`src/rtl/ux607_perips_pkg.sv`:
```
// Shared definitions for the peripheral-bus blocks: request-bundle field
// widths and a constant-evaluable clog2 helper.
package ux607_perips_pkg;

  localparam int REQ_IDX_W   = 10;
  localparam int REQ_DATA_W  = 32;
  localparam int REQ_EXTRA_W = 10;

  // Returns ceil(log2(v)); 0 for v <= 1.
  function automatic int clog2(input int v);
    int r;
    r = 0;
    while ((1 << r) < v) r = r + 1;
    return r;
  endfunction

endpackage

```
`src/rtl/ux607_req_queue_ram.sv`:
```
// Request-queue storage: DEPTH x W flop array with one write port and one
// asynchronous read port. Contents are intentionally not reset.
module ux607_req_queue_ram #(
  parameter int DEPTH = 2,
  parameter int W     = 57,
  parameter int AW    = 1
) (
  input  logic          clock,
  input  logic          wr_en,
  input  logic [AW-1:0] wr_addr,
  input  logic [W-1:0]  wr_data,
  input  logic [AW-1:0] rd_addr,
  output logic [W-1:0]  rd_data
);

  logic [W-1:0] mem [DEPTH];

  always_ff @(posedge clock) begin
    if (wr_en) mem[wr_addr] <= wr_data;
  end

  assign rd_data = mem[rd_addr];

endmodule

```
`src/rtl/ux607_req_queue.sv`:
```
// Parametrised request FIFO for the peripheral-bus request bundle, with
// optional pipe (enq while full and draining) and flow (empty bypass) modes.
module ux607_req_queue
  import ux607_perips_pkg::*;
#(
  parameter int DEPTH    = 2,
  parameter int IDX_W    = REQ_IDX_W,
  parameter int DATA_W   = REQ_DATA_W,
  parameter int EXTRA_W  = REQ_EXTRA_W,
  parameter int PIPE     = 1,
  parameter int FLOW     = 0,
  parameter int AFULL_TH = DEPTH - 1,
  localparam int CNT_W   = clog2(DEPTH + 1)
) (
  input  logic                clock,
  input  logic                reset,
  output logic                io_enq_ready,
  input  logic                io_enq_valid,
  input  logic                io_enq_bits_read,
  input  logic [IDX_W-1:0]    io_enq_bits_index,
  input  logic [DATA_W-1:0]   io_enq_bits_data,
  input  logic [DATA_W/8-1:0] io_enq_bits_mask,
  input  logic [EXTRA_W-1:0]  io_enq_bits_extra,
  input  logic                io_deq_ready,
  output logic                io_deq_valid,
  output logic                io_deq_bits_read,
  output logic [IDX_W-1:0]    io_deq_bits_index,
  output logic [DATA_W-1:0]   io_deq_bits_data,
  output logic [DATA_W/8-1:0] io_deq_bits_mask,
  output logic [EXTRA_W-1:0]  io_deq_bits_extra,
  output logic [CNT_W-1:0]    io_count,
  output logic                io_almost_full
);

  localparam int  PTR_W   = (clog2(DEPTH) < 1) ? 1 : clog2(DEPTH);
  localparam int  W       = 1 + IDX_W + DATA_W + DATA_W / 8 + EXTRA_W;
  localparam bit  PIPE_EN = (PIPE != 0);
  localparam bit  FLOW_EN = (FLOW != 0);
  localparam logic [PTR_W-1:0] LAST = PTR_W'(DEPTH - 1);

  logic [PTR_W-1:0] enq_ptr, deq_ptr;
  logic             maybe_full;
  logic             ptr_match, empty, full;
  logic             do_enq, do_deq, bypass, wr_en, rd_adv;
  logic [W-1:0]     enq_bundle, ram_rdata, deq_bundle;
  logic [CNT_W-1:0] ep_ext, dp_ext;

  assign ptr_match = (enq_ptr == deq_ptr);
  assign empty     = ptr_match & ~maybe_full;
  assign full      = ptr_match & maybe_full;

  // Handshake: a transfer happens on a side in any cycle where both valid and
  // ready are high; valid never depends on the same side's ready, and deq bits
  // are only meaningful while io_deq_valid is high.
  assign io_enq_ready = ~full | (PIPE_EN & io_deq_ready);
  assign io_deq_valid = ~empty | (FLOW_EN & io_enq_valid);
  assign do_enq       = io_enq_ready & io_enq_valid;
  assign do_deq       = io_deq_ready & io_deq_valid;

  // A flow bypass hands the enq bundle straight to deq and leaves state alone.
  assign bypass = FLOW_EN & empty & io_deq_ready;
  assign wr_en  = do_enq & ~bypass;
  assign rd_adv = do_deq & ~bypass;

  always_ff @(posedge clock or posedge reset) begin
    if (reset) begin
      enq_ptr    <= '0;
      deq_ptr    <= '0;
      maybe_full <= 1'b0;
    end else begin
      if (wr_en)  enq_ptr <= (enq_ptr == LAST) ? '0 : enq_ptr + 1'b1;
      if (rd_adv) deq_ptr <= (deq_ptr == LAST) ? '0 : deq_ptr + 1'b1;
      if (do_enq != do_deq) maybe_full <= do_enq;
    end
  end

  assign enq_bundle = {io_enq_bits_read, io_enq_bits_index, io_enq_bits_data,
                       io_enq_bits_mask, io_enq_bits_extra};

  ux607_req_queue_ram #(
    .DEPTH (DEPTH),
    .W     (W),
    .AW    (PTR_W)
  ) u_ram (
    .clock   (clock),
    .wr_en   (wr_en),
    .wr_addr (enq_ptr),
    .wr_data (enq_bundle),
    .rd_addr (deq_ptr),
    .rd_data (ram_rdata)
  );

  assign deq_bundle = (FLOW_EN & empty) ? enq_bundle : ram_rdata;
  assign {io_deq_bits_read, io_deq_bits_index, io_deq_bits_data,
          io_deq_bits_mask, io_deq_bits_extra} = deq_bundle;

  // Occupancy wraps modulo DEPTH, so a behind enq_ptr needs +DEPTH.
  assign ep_ext = CNT_W'(enq_ptr);
  assign dp_ext = CNT_W'(deq_ptr);
  assign io_count = full                ? CNT_W'(DEPTH) :
                    (enq_ptr >= deq_ptr) ? (ep_ext - dp_ext) :
                                           (ep_ext + CNT_W'(DEPTH) - dp_ext);

  assign io_almost_full = (int'(io_count) >= AFULL_TH);

endmodule

```
`config.mk`:
```
export PLATFORM = sky130hd
export DESIGN_NAME = ux607_req_queue
export DESIGN_NICKNAME = d
export VERILOG_FILES = /design/src/rtl/ux607_perips_pkg.sv /design/src/rtl/ux607_req_queue_ram.sv /design/src/rtl/ux607_req_queue.sv
export SDC_FILE = /design/constraint.sdc
export NUM_CORES = 1
export LEC_CHECK = 0
export CAP_MARGIN = 10
export CORE_MARGIN = 2
export CORE_UTILIZATION = 30
export DETAILED_ROUTE_END_ITERATION = 7
export SLEW_MARGIN = 25
export SYNTH_ARGS = -nofsm -noshare
export SYNTH_HDL_FRONTEND = slang
export SYNTH_SLANG_ARGS = --single-unit
export TNS_END_PERCENT = 20
```
`constraint.sdc`:
```
create_clock -name clock -period 5.5 [get_ports clock]
set_input_delay 1.1 -clock clock [delete_from_list [all_inputs] [get_ports clock]]
set_output_delay 1.1 -clock clock [all_outputs]
set_load 0.1 [all_outputs]
```
; Word-level counts from Yosys, hierarchy flattened
; Memory sizes are Yosys's and may differ from the RTL's.
; Cells that the tools add are included.
[word_totals]
regBits = 3
ramBits = 114
inputBits = 61
word_cells = 27
mem_count = 1
[mem_list]
columns = memory, words, word_bits, rd, rd_ports_with_merged_regs, wr, line_no
row1 = u_ram.mem, 2, 57, 1, 0, 1, ux607_req_queue_ram.sv:16  ; logic [W-1:0] mem [DEPTH];
[op_classes]
addsub = 5
magnitude_cmp = 2
eq_ne = 2
muxes = 6
bitwise_logic = 8
[op_table]
columns = op, n
row1 = AND 1 bit, 4
row2 = 2-to-1 mux 1 bit, 4
row3 = 2-to-1 mux 2 bit, 2
row4 = NOT 1 bit, 3
row5 = adder 1 bit (second input constant), 2
row6 = adder 1 x 2 -> 2 bit (second input constant), 1
row7 = >= comparator 2 x 1 -> 1 bit (second input constant), 1
row8 = subtractor 1 x 1 -> 2 bit, 1
row9 = subtractor 2 x 1 -> 2 bit, 1
row10 = equality test 1 bit, 1
row11 = >= comparator 1 bit, 1
row12 = != test 1 bit, 1
row13 = OR 1 bit, 1

; Depth between registers and ports, before layout
; Gate-level depths: netlist (run 1).
[logic_depth]
word_depth = 7
depth_mapped = 5

; By module
; Synthesis (run 1) repeated with hierarchy kept, for this count alone.
[hier_totals]
hier_cells = 200
hier_area_um2 = 4453.0
[modules_own_cells]
columns = module, instances, cells_per_inst, area_per_inst_um2
row1 = ux607_req_queue_ram, 1, 179, 4245.3
row2 = ux607_req_queue, 1, 21, 207.7

; Worst setup path before layout (run 1)
; No wires, ideal clock.
[synth_path]
path_type = input -> register
from = input port io_deq_ready
to = memory u_ram.mem[0][0], enable pin
setup_ps = 472
arrival_time_ps = 4530
path_slack_ps = 498
cell_stages = 3
n_path_buf = 0
cell_sequence = nand3b_1 -> nand2_1 -> nor2_1
[synth_via]
elab_chain_cells = 4
[synth_rtl]
columns = element, line_no
row1 = from (decl), ux607_req_queue.sv:24  ; input logic io_deq_ready,
row2 = OR 1 bit, ux607_req_queue.sv:55  ; assign io_enq_ready = ~full | (PIPE_EN & io_deq_ready);
row3 = AND 1 bit, ux607_req_queue.sv:57  ; assign do_enq = io_enq_ready & io_enq_valid;
row4 = 2-to-1 mux 1 bit, ux607_req_queue_ram.sv:19  ; if (wr_en) mem[wr_addr] <= wr_data;
row5 = 2-to-1 mux 1 bit (implied by the code), ux607_req_queue_ram.sv:19
row6 = to (decl), ux607_req_queue_ram.sv:16
; No other way between the ends.

; Worst setup path after layout (run 1)
[layout_path]
from = register deq_ptr
to = output port io_almost_full
[layout_via]
elab_chain_cells = 4
[layout_rtl]
columns = element, line_no
row1 = from (decl), ux607_req_queue.sv:41  ; logic [PTR_W-1:0] enq_ptr, deq_ptr;
row2 = from (signal assigned), ux607_req_queue.sv:72  ; if (rd_adv) deq_ptr <= (deq_ptr == LAST) ? '0 : deq_ptr + 1'b1;
row3 = subtractor 2 x 1 -> 2 bit (tied with other cells), ux607_req_queue.sv:102  ; (ep_ext + CNT_W'(DEPTH) - dp_ext);
row4 = 2-to-1 mux 2 bit / AND 1 bit (equally long branches), "ux607_req_queue.sv:101, ux607_req_queue.sv:50"
row5 = 2-to-1 mux 2 bit (*), ux607_req_queue.sv:100  ; assign io_count = full ? CNT_W'(DEPTH) :
row6 = >= comparator 2 x 1 -> 1 bit (*), ux607_req_queue.sv:104  ; assign io_almost_full = (int'(io_count) >= AFULL_TH);
row7 = to (decl), ux607_req_queue.sv:32  ; output logic io_almost_full
; Every way passes the cells marked *; elsewhere a longest branch is shown, timed or not.

==> qor.csv, run 1 <==
stage;metric;value;unit
worst_setup_path;path_class;flop to output pin;
routing;drt_iter0_markers;142;
sta;rsz0062_at_grt;no;
global_route;antenna_found_initial;0;
cells_and_area;drive_above_1_share;26.3;%
sta;timing.hold.ws;0.557;ns
run_status;status;finished clean;
yosys;ys_warn_count;0;
routing;firstDrtPassIters;4;
worst_setup_path;path_cells;ha_1, nand2b_1, nand2b_1, clkdlybuf4s50_1;
yosys;netlist_instances;200;
floorplan;core-area;14400;µm²
sta;fin_crit_sh;78.9;%
cells_and_area;diodes;0;
worst_setup_path;arrival;3.24;ns
worst_setup_path;r2r_start;deq_ptr;
place;gp_congestion;0.680;
worst_setup_path;cp-start-kind;flop;
job;max_cap_viol_count;0;
min_path;hold_path_startpoint;enq_ptr;
place;place_ws;1.48;ns
min_path;whs_endpoint;enq_ptr;
min_path;hold_depth;1;
sta;skew;0.0128;ns
yosys;synthDominantCellAreaShare;78.1;%
floorplan;start_util;30.4;%
worst_setup_path;critPathMostFrequentCell;nand2b_1;
cells_and_area;final_nets;403;
sta;hold_viol;0;
worst_setup_path;rrSetupSlack;2.14;ns
floorplan;ios;123;
yosys;ys_top_cells_by_area;edfxtp_1 (78%), mux2_2 (9.5%), mux2_4 (6.8%);
yosys;synth-seq-cells;117;
floorplan;die_w;125;µm
worst_setup_path;cp-end-kind;output pin;
sta;slew_viol_final;0;
worst_setup_path;critPathMaxStageDelay;1.13;ns
global_route;grt_pass1_wl;12.5;mm
worst_setup_path;rr_endpoint;u_ram.mem[1][54];
floorplan;fp.dieH;125;µm
cells_and_area;syn_to_final_growth;47.3;%
yosys;syn_avg_cell_area;21.9;µm²
yosys;yosysSeqAreaShare;79.8;%
sta;fin_crit;4.34;ns
yosys;syn_area;4380;µm²
place;numPortBuffers;122;
cells_and_area;nFillCells;1303;
yosys;synth_fp_nets;263;
clock_tree;clkTransAtPathRegs;0.05;ns
clock_tree;clockRootBuffer;clkbuf_16;
global_route;grt_pass1_vias;2524;
routing;wl_per_cell;14.8;µm
global_route;grt.total_usage;10.7;%
routing;drc;0;
worst_setup_path;cp_data_required_time;4.40;ns
worst_setup_path;ff2ff_path_depth;5;
clock_tree;htreeDepth;4;
worst_setup_path;critPathMaxFanout;60;
routing;dr_total_vias;2270;
clock_tree;cts_max_path_buffers;2;
global_route;grt_start_max_net_pins;61;
place;hpwl;4.94;mm
clock_tree;cts_setup_buffers;0;
clock_tree;clock_latency;0.41;ns
floorplan;rows;44;
sta;slew_headroom;32.1;%
sta;setup_viol;0;
worst_setup_path;cp_slowest_cell;clkdlybuf4s50_1;
sta;tns;0;ns
clock_tree;numCtsBuffers;17;
routing;ant_nets;0;
sta;tightest_slew;1.02;ns
floorplan;dieArea;15600;µm²
global_route;grt_overflow;0;
clock_tree;cts_tree;done;
routing;wl;7.94;mm
yosys;synth_cell_type_count;15;
clock_tree;ctsResizeCount;0;
sta;fmax;230;MHz
min_path;hold_path_class;flop to flop;
clock_tree;ctsHoldBuffers;0;
sta;setup_ws;1.16;ns
clock_tree;cts_sinks;117;
routing;vias_per_cell;4.23;
yosys;synth_top_area_cell;edfxtp_1;
==> synthesized netlist by cell type <==
cell type and count:
dfrtp_1 3, nand2b_1 3, mux2_4 20, buf_6 3
buf_2 3, xnor2_1 2, inv_1 4, nand2_1 4
a21oi_1 1, ha_1 2, edfxtp_1 114, mux2_2 37
nand3b_1 1, nor2_1 2, a2bb2oi_1 1
==> routing by layer <==
layer / track usage [%] / share of wire (%) / vias up
li1: - / - / 1063
met1: 11.9 / 43 / 1104
met2: 17.1 / 47 / 94
met3: 4.94 / 8.1 / 9
met4: 5.69 / 1.7 / 0
met5: 0 / 0 / -
==> worst max-delay path by stage <==
| stage | start | end | slack (ns) | depth (start not counted) |
|---|---|---|---|---|
| 2_1_floorplan | io_deq_ready | u_ram.mem[0][0] | 0.50 | 3 |
| 3_3_place_gp | io_deq_ready | io_enq_ready | 1.52 | 3 |
| 3_5_place_dp | io_deq_ready | io_enq_ready | 1.48 | 3 |
| 4_1_cts | deq_ptr | io_almost_full | 1.06 | 4 |
| 5_1_grt | deq_ptr | io_almost_full | 0.97 | 4 |
| 6_report | deq_ptr | io_almost_full | 1.16 | 4 |
==> cells in the final DEF (no fill, tap or decap), types with 2 or more instances in the layout <==
cell	n
clkbuf_1	2
mux2_4	20
inv_1	4
nor2_4	2
clkdlybuf4s50_1	122
bufinv_16	4
mux2_2	37
nand2_1	4
edfxtp_1	114
clkbuf_16	17
clkinv_1	2
dfrtp_1	2
xnor2_1	2
clkinv_2	7
buf_4	4
ha_1	2
nand2b_1	3
==> per-stage QoR <==
stage          instance area, µm²  cells  utilization, %
6_report                     6460    537            44.8
5_1_grt                      6460    537            44.8
4_1_cts                      6430    536            44.6
3_5_place_dp                 5840    504            40.5
3_3_place_gp                 5840    504            40.5
2_1_floorplan                4380    200               -
==> state kept, by name, indices dropped and copies added, names as in the netlist <==
name        count
u_ram.mem     114
enq_ptr         1
maybe_full      1
deq_ptr         1
==> cells by family after synthesis <==
logic type | after synthesis | share of synthesized area [%]
DFF | 117 | 79.8
muxes | 57 | 16.4
buffers and inverters | 10 | 1.46
and+or+nand+nor | 10 | 1.11
AOI/OAI and AO/OA | 2 | 0.314
xor gates and xnor gates | 2 | 0.400
adders and majority gates | 2 | 0.571
==> final cells by class <==
type                            count  area (µm²)  area share (%)
Tap cell                          184         230            3.56
Clock inverter                     13         163            2.52
Multi-Input combinational cell     73         837            13.0
Sequential cell                   117        3500            54.2
Inverter                            4        15.0           0.232
Clock buffer                       19         433            6.70
Timing Repair Buffer              127        1280            19.8
==> critical path: cells and delay by family, from the launching register on <==
kind	cells	cell delay, ns
buffers and inverters	1	1.13
DFF	1	1.04
adders and majority gates	1	0.42
and+or+nand+nor	2	0.25
Power of run 1 is left out: the tool's default activity adds up to more than one toggle a clock period on the data nets, which glitch-free logic cannot reach.
==> inputs of run 2 (changes only) <==
Clock period 5.5 ns to 4.1 ns, I/O delays scaled along.
==> run 2 against run 1 <==
Compared with the run above:
- cell area fell by 1.9%
- wire length increased by 5.6%
- worst hold slack worse by 0.0038 ns
- cell count is the same
- critical endpoint is now io_deq_bits_index[1]
- largest cell class unchanged
- highest routed layer unchanged
==> qor.csv, run 2 (synthesis results as in run 1) <==
stage;metric;value;unit;change
run_status;status;finished clean;;unchanged
cells_and_area;final_core_util;43.9;%;was 44.8%
place;numPortBuffers;122;;unchanged
global_route;grt.total_usage;11.6;%;was 10.7%
clock_tree;ctsHoldBuffers;0;;unchanged
floorplan;ios;123;;unchanged
floorplan;dieArea;15600;µm²;unchanged
floorplan;rows;44;;unchanged
sta;skew;0.00881;ns;was 0.0128 ns
sta;slew_viol_final;0;;unchanged
clock_tree;cts_max_path_buffers;2;;unchanged
cells_and_area;layout_commonest_cell;edfxtp_1;;was clkdlybuf4s50_1
min_path;hold_path_startpoint;enq_ptr;;unchanged
routing;wl_per_cell;15.6;µm;was 14.8 µm
floorplan;core-area;14400;µm²;unchanged
min_path;hold_depth;1;;unchanged
cells_and_area;nFillCells;1285;;was 1,303
cells_and_area;final_area;6330;µm²;was 6460 µm²
sta;rsz0062_at_grt;no;;unchanged
place;place_ws;1.24;ns;was 1.48 ns
worst_setup_path;crit_path_start;deq_ptr;;unchanged
sta;hold_viol;0;;unchanged
cells_and_area;final_nets;403;;unchanged
cells_and_area;largest_register_ffs;114;;unchanged
floorplan;die_w;125;µm;unchanged
clock_tree;cts_setup_buffers;0;;unchanged
floorplan;start_util;30.4;%;unchanged
worst_setup_path;rr_endpoint;u_ram.mem[1][48];;was u_ram.mem[1][54]
worst_setup_path;critPathMaxFanout;42;;was 60
sta;setup_viol;0;;unchanged
global_route;grt_pass1_vias;2554;;was 2,524
worst_setup_path;r2r_start;deq_ptr;;unchanged
min_path;whs_endpoint;enq_ptr;;unchanged
cells_and_area;seq_area;3500;µm²;unchanged
clock_tree;numCtsBuffers;17;;unchanged
routing;drc;0;;unchanged
sta;tightest_slew;0.682;ns;was 1.02 ns
place;hpwl;5.59;mm;was 4.94 mm
clock_tree;htreeDepth;4;;unchanged
worst_setup_path;rrSetupSlack;1.39;ns;was 2.14 ns
floorplan;fp.dieH;125;µm;unchanged
sta;setup_ws;0.981;ns;was 1.16 ns
cells_and_area;drive_above_1_share;44.5;%;was 26.3%
sta;slew_headroom;54.5;%;was 32.1%
cells_and_area;max_flop_register;u_ram.mem;;unchanged
worst_setup_path;path_class;flop to output pin;;unchanged
global_route;grt_pass1_wl;13.4;mm;was 12.5 mm
job;max_cap_viol_count;0;;unchanged
global_route;grt_overflow;0;;unchanged
routing;ant_nets;0;;unchanged
clock_tree;clock_latency;0.41;ns;about the same
place;gp_congestion;0.641;;was 0.680
sta;fin_crit;3.12;ns;
cells_and_area;diodes;0;;unchanged
worst_setup_path;arrival;2.30;ns;was 3.24 ns
clock_tree;clkTransAtPathRegs;0.05;ns;about the same
clock_tree;cts_tree;done;;unchanged
cells_and_area;mostFrequentLayoutCells;edfxtp_1 (114), buf_4 (67), clkdlybuf4s50_1 (60);;was clkdlybuf4s50_1 (122), edfxtp_1 (114), mux2_2 (37)
sta;fin_crit_sh;76.1;%;
worst_setup_path;cp-start-kind;flop;;unchanged
routing;wl;8.39;mm;was 7.94 mm
sta;fmax;321;MHz;
routing;vias_per_cell;4.30;;was 4.23
cells_and_area;syn_to_final_growth;44.5;%;was 47.3%
routing;firstDrtPassIters;4;;unchanged
routing;dr_total_vias;2307;;was 2,270
clock_tree;clockRootBuffer;clkbuf_16;;unchanged
routing;drt_iter0_markers;90;;was 142
worst_setup_path;ff2ff_path_depth;5;;unchanged
global_route;grt_start_max_net_pins;43;;was 61
worst_setup_path;cp-end-kind;output pin;;unchanged
worst_setup_path;cp_data_required_time;3.28;ns;was 4.40 ns
place;placed_area;5690;µm²;was 5840 µm²
cells_and_area;multi_input_area;837;µm²;unchanged
global_route;antenna_found_initial;0;;unchanged
clock_tree;cts_sinks;117;;unchanged
min_path;hold_path_class;flop to flop;;unchanged
clock_tree;ctsResizeCount;0;;unchanged
## run 2: changes by cell type in the layout (fill, tap and decap cells not counted), sizes merged
cell	before	now
buf	5	67
clkbuf	19	24
clkdlybuf4s50	122	60
clkinv	9	2
clkinvlp	0	2
## run 2: worst max path at each step
stage	end	cells after the start
after floorplan	u_ram.mem[0][0]	3
after global placement	u_ram.mem[1][18]	5
after detailed placement	u_ram.mem[1][21]	5
after CTS	io_deq_bits_index[4]	3
after global routing	io_deq_bits_index[7]	3
final	io_deq_bits_index[1]	3
## run 2: critical path, cell delays in order (launching register included)
cell and delay [ns]:
dfrtp_4 0.86, buf_4 0.40, mux2_2 0.39, buf_4 0.24
## run 2: final cells by class
| cell class | count | area share [%] |
|---|---|---|
| inverter | 4 | 0.237 |
| clock inverter | 8 | 2.29 |
| clock buffer | 24 | 7.92 |
| sequential | 117 | 55.3 |
| tap | 184 | 3.63 |
| multi-input combinational | 73 | 13.2 |
| timing repair buffer | 127 | 17.4 |
## run 2: metrics by stage
step	hold WS [ns]	setup TNS [ns]	std cells
CTS	0.554	0	537
floorplan	0.468	-70.89	200
global route	0.565	0	537
finish	0.554	0	537
global placement	0.544	0	505
detailed placement	0.542	0	505
## run 2: per-layer routing
layer  track usage (%)  vias to the layer above  routed length (µm)
li1                  -                     1064                   -
met1              12.7                     1145                3450
met2              19.3                       88                4230
met3              5.46                       10                 610
met4              5.10                        0                 108
met5                 0                        -                   0
Power of run 2 is left out for the same reason.
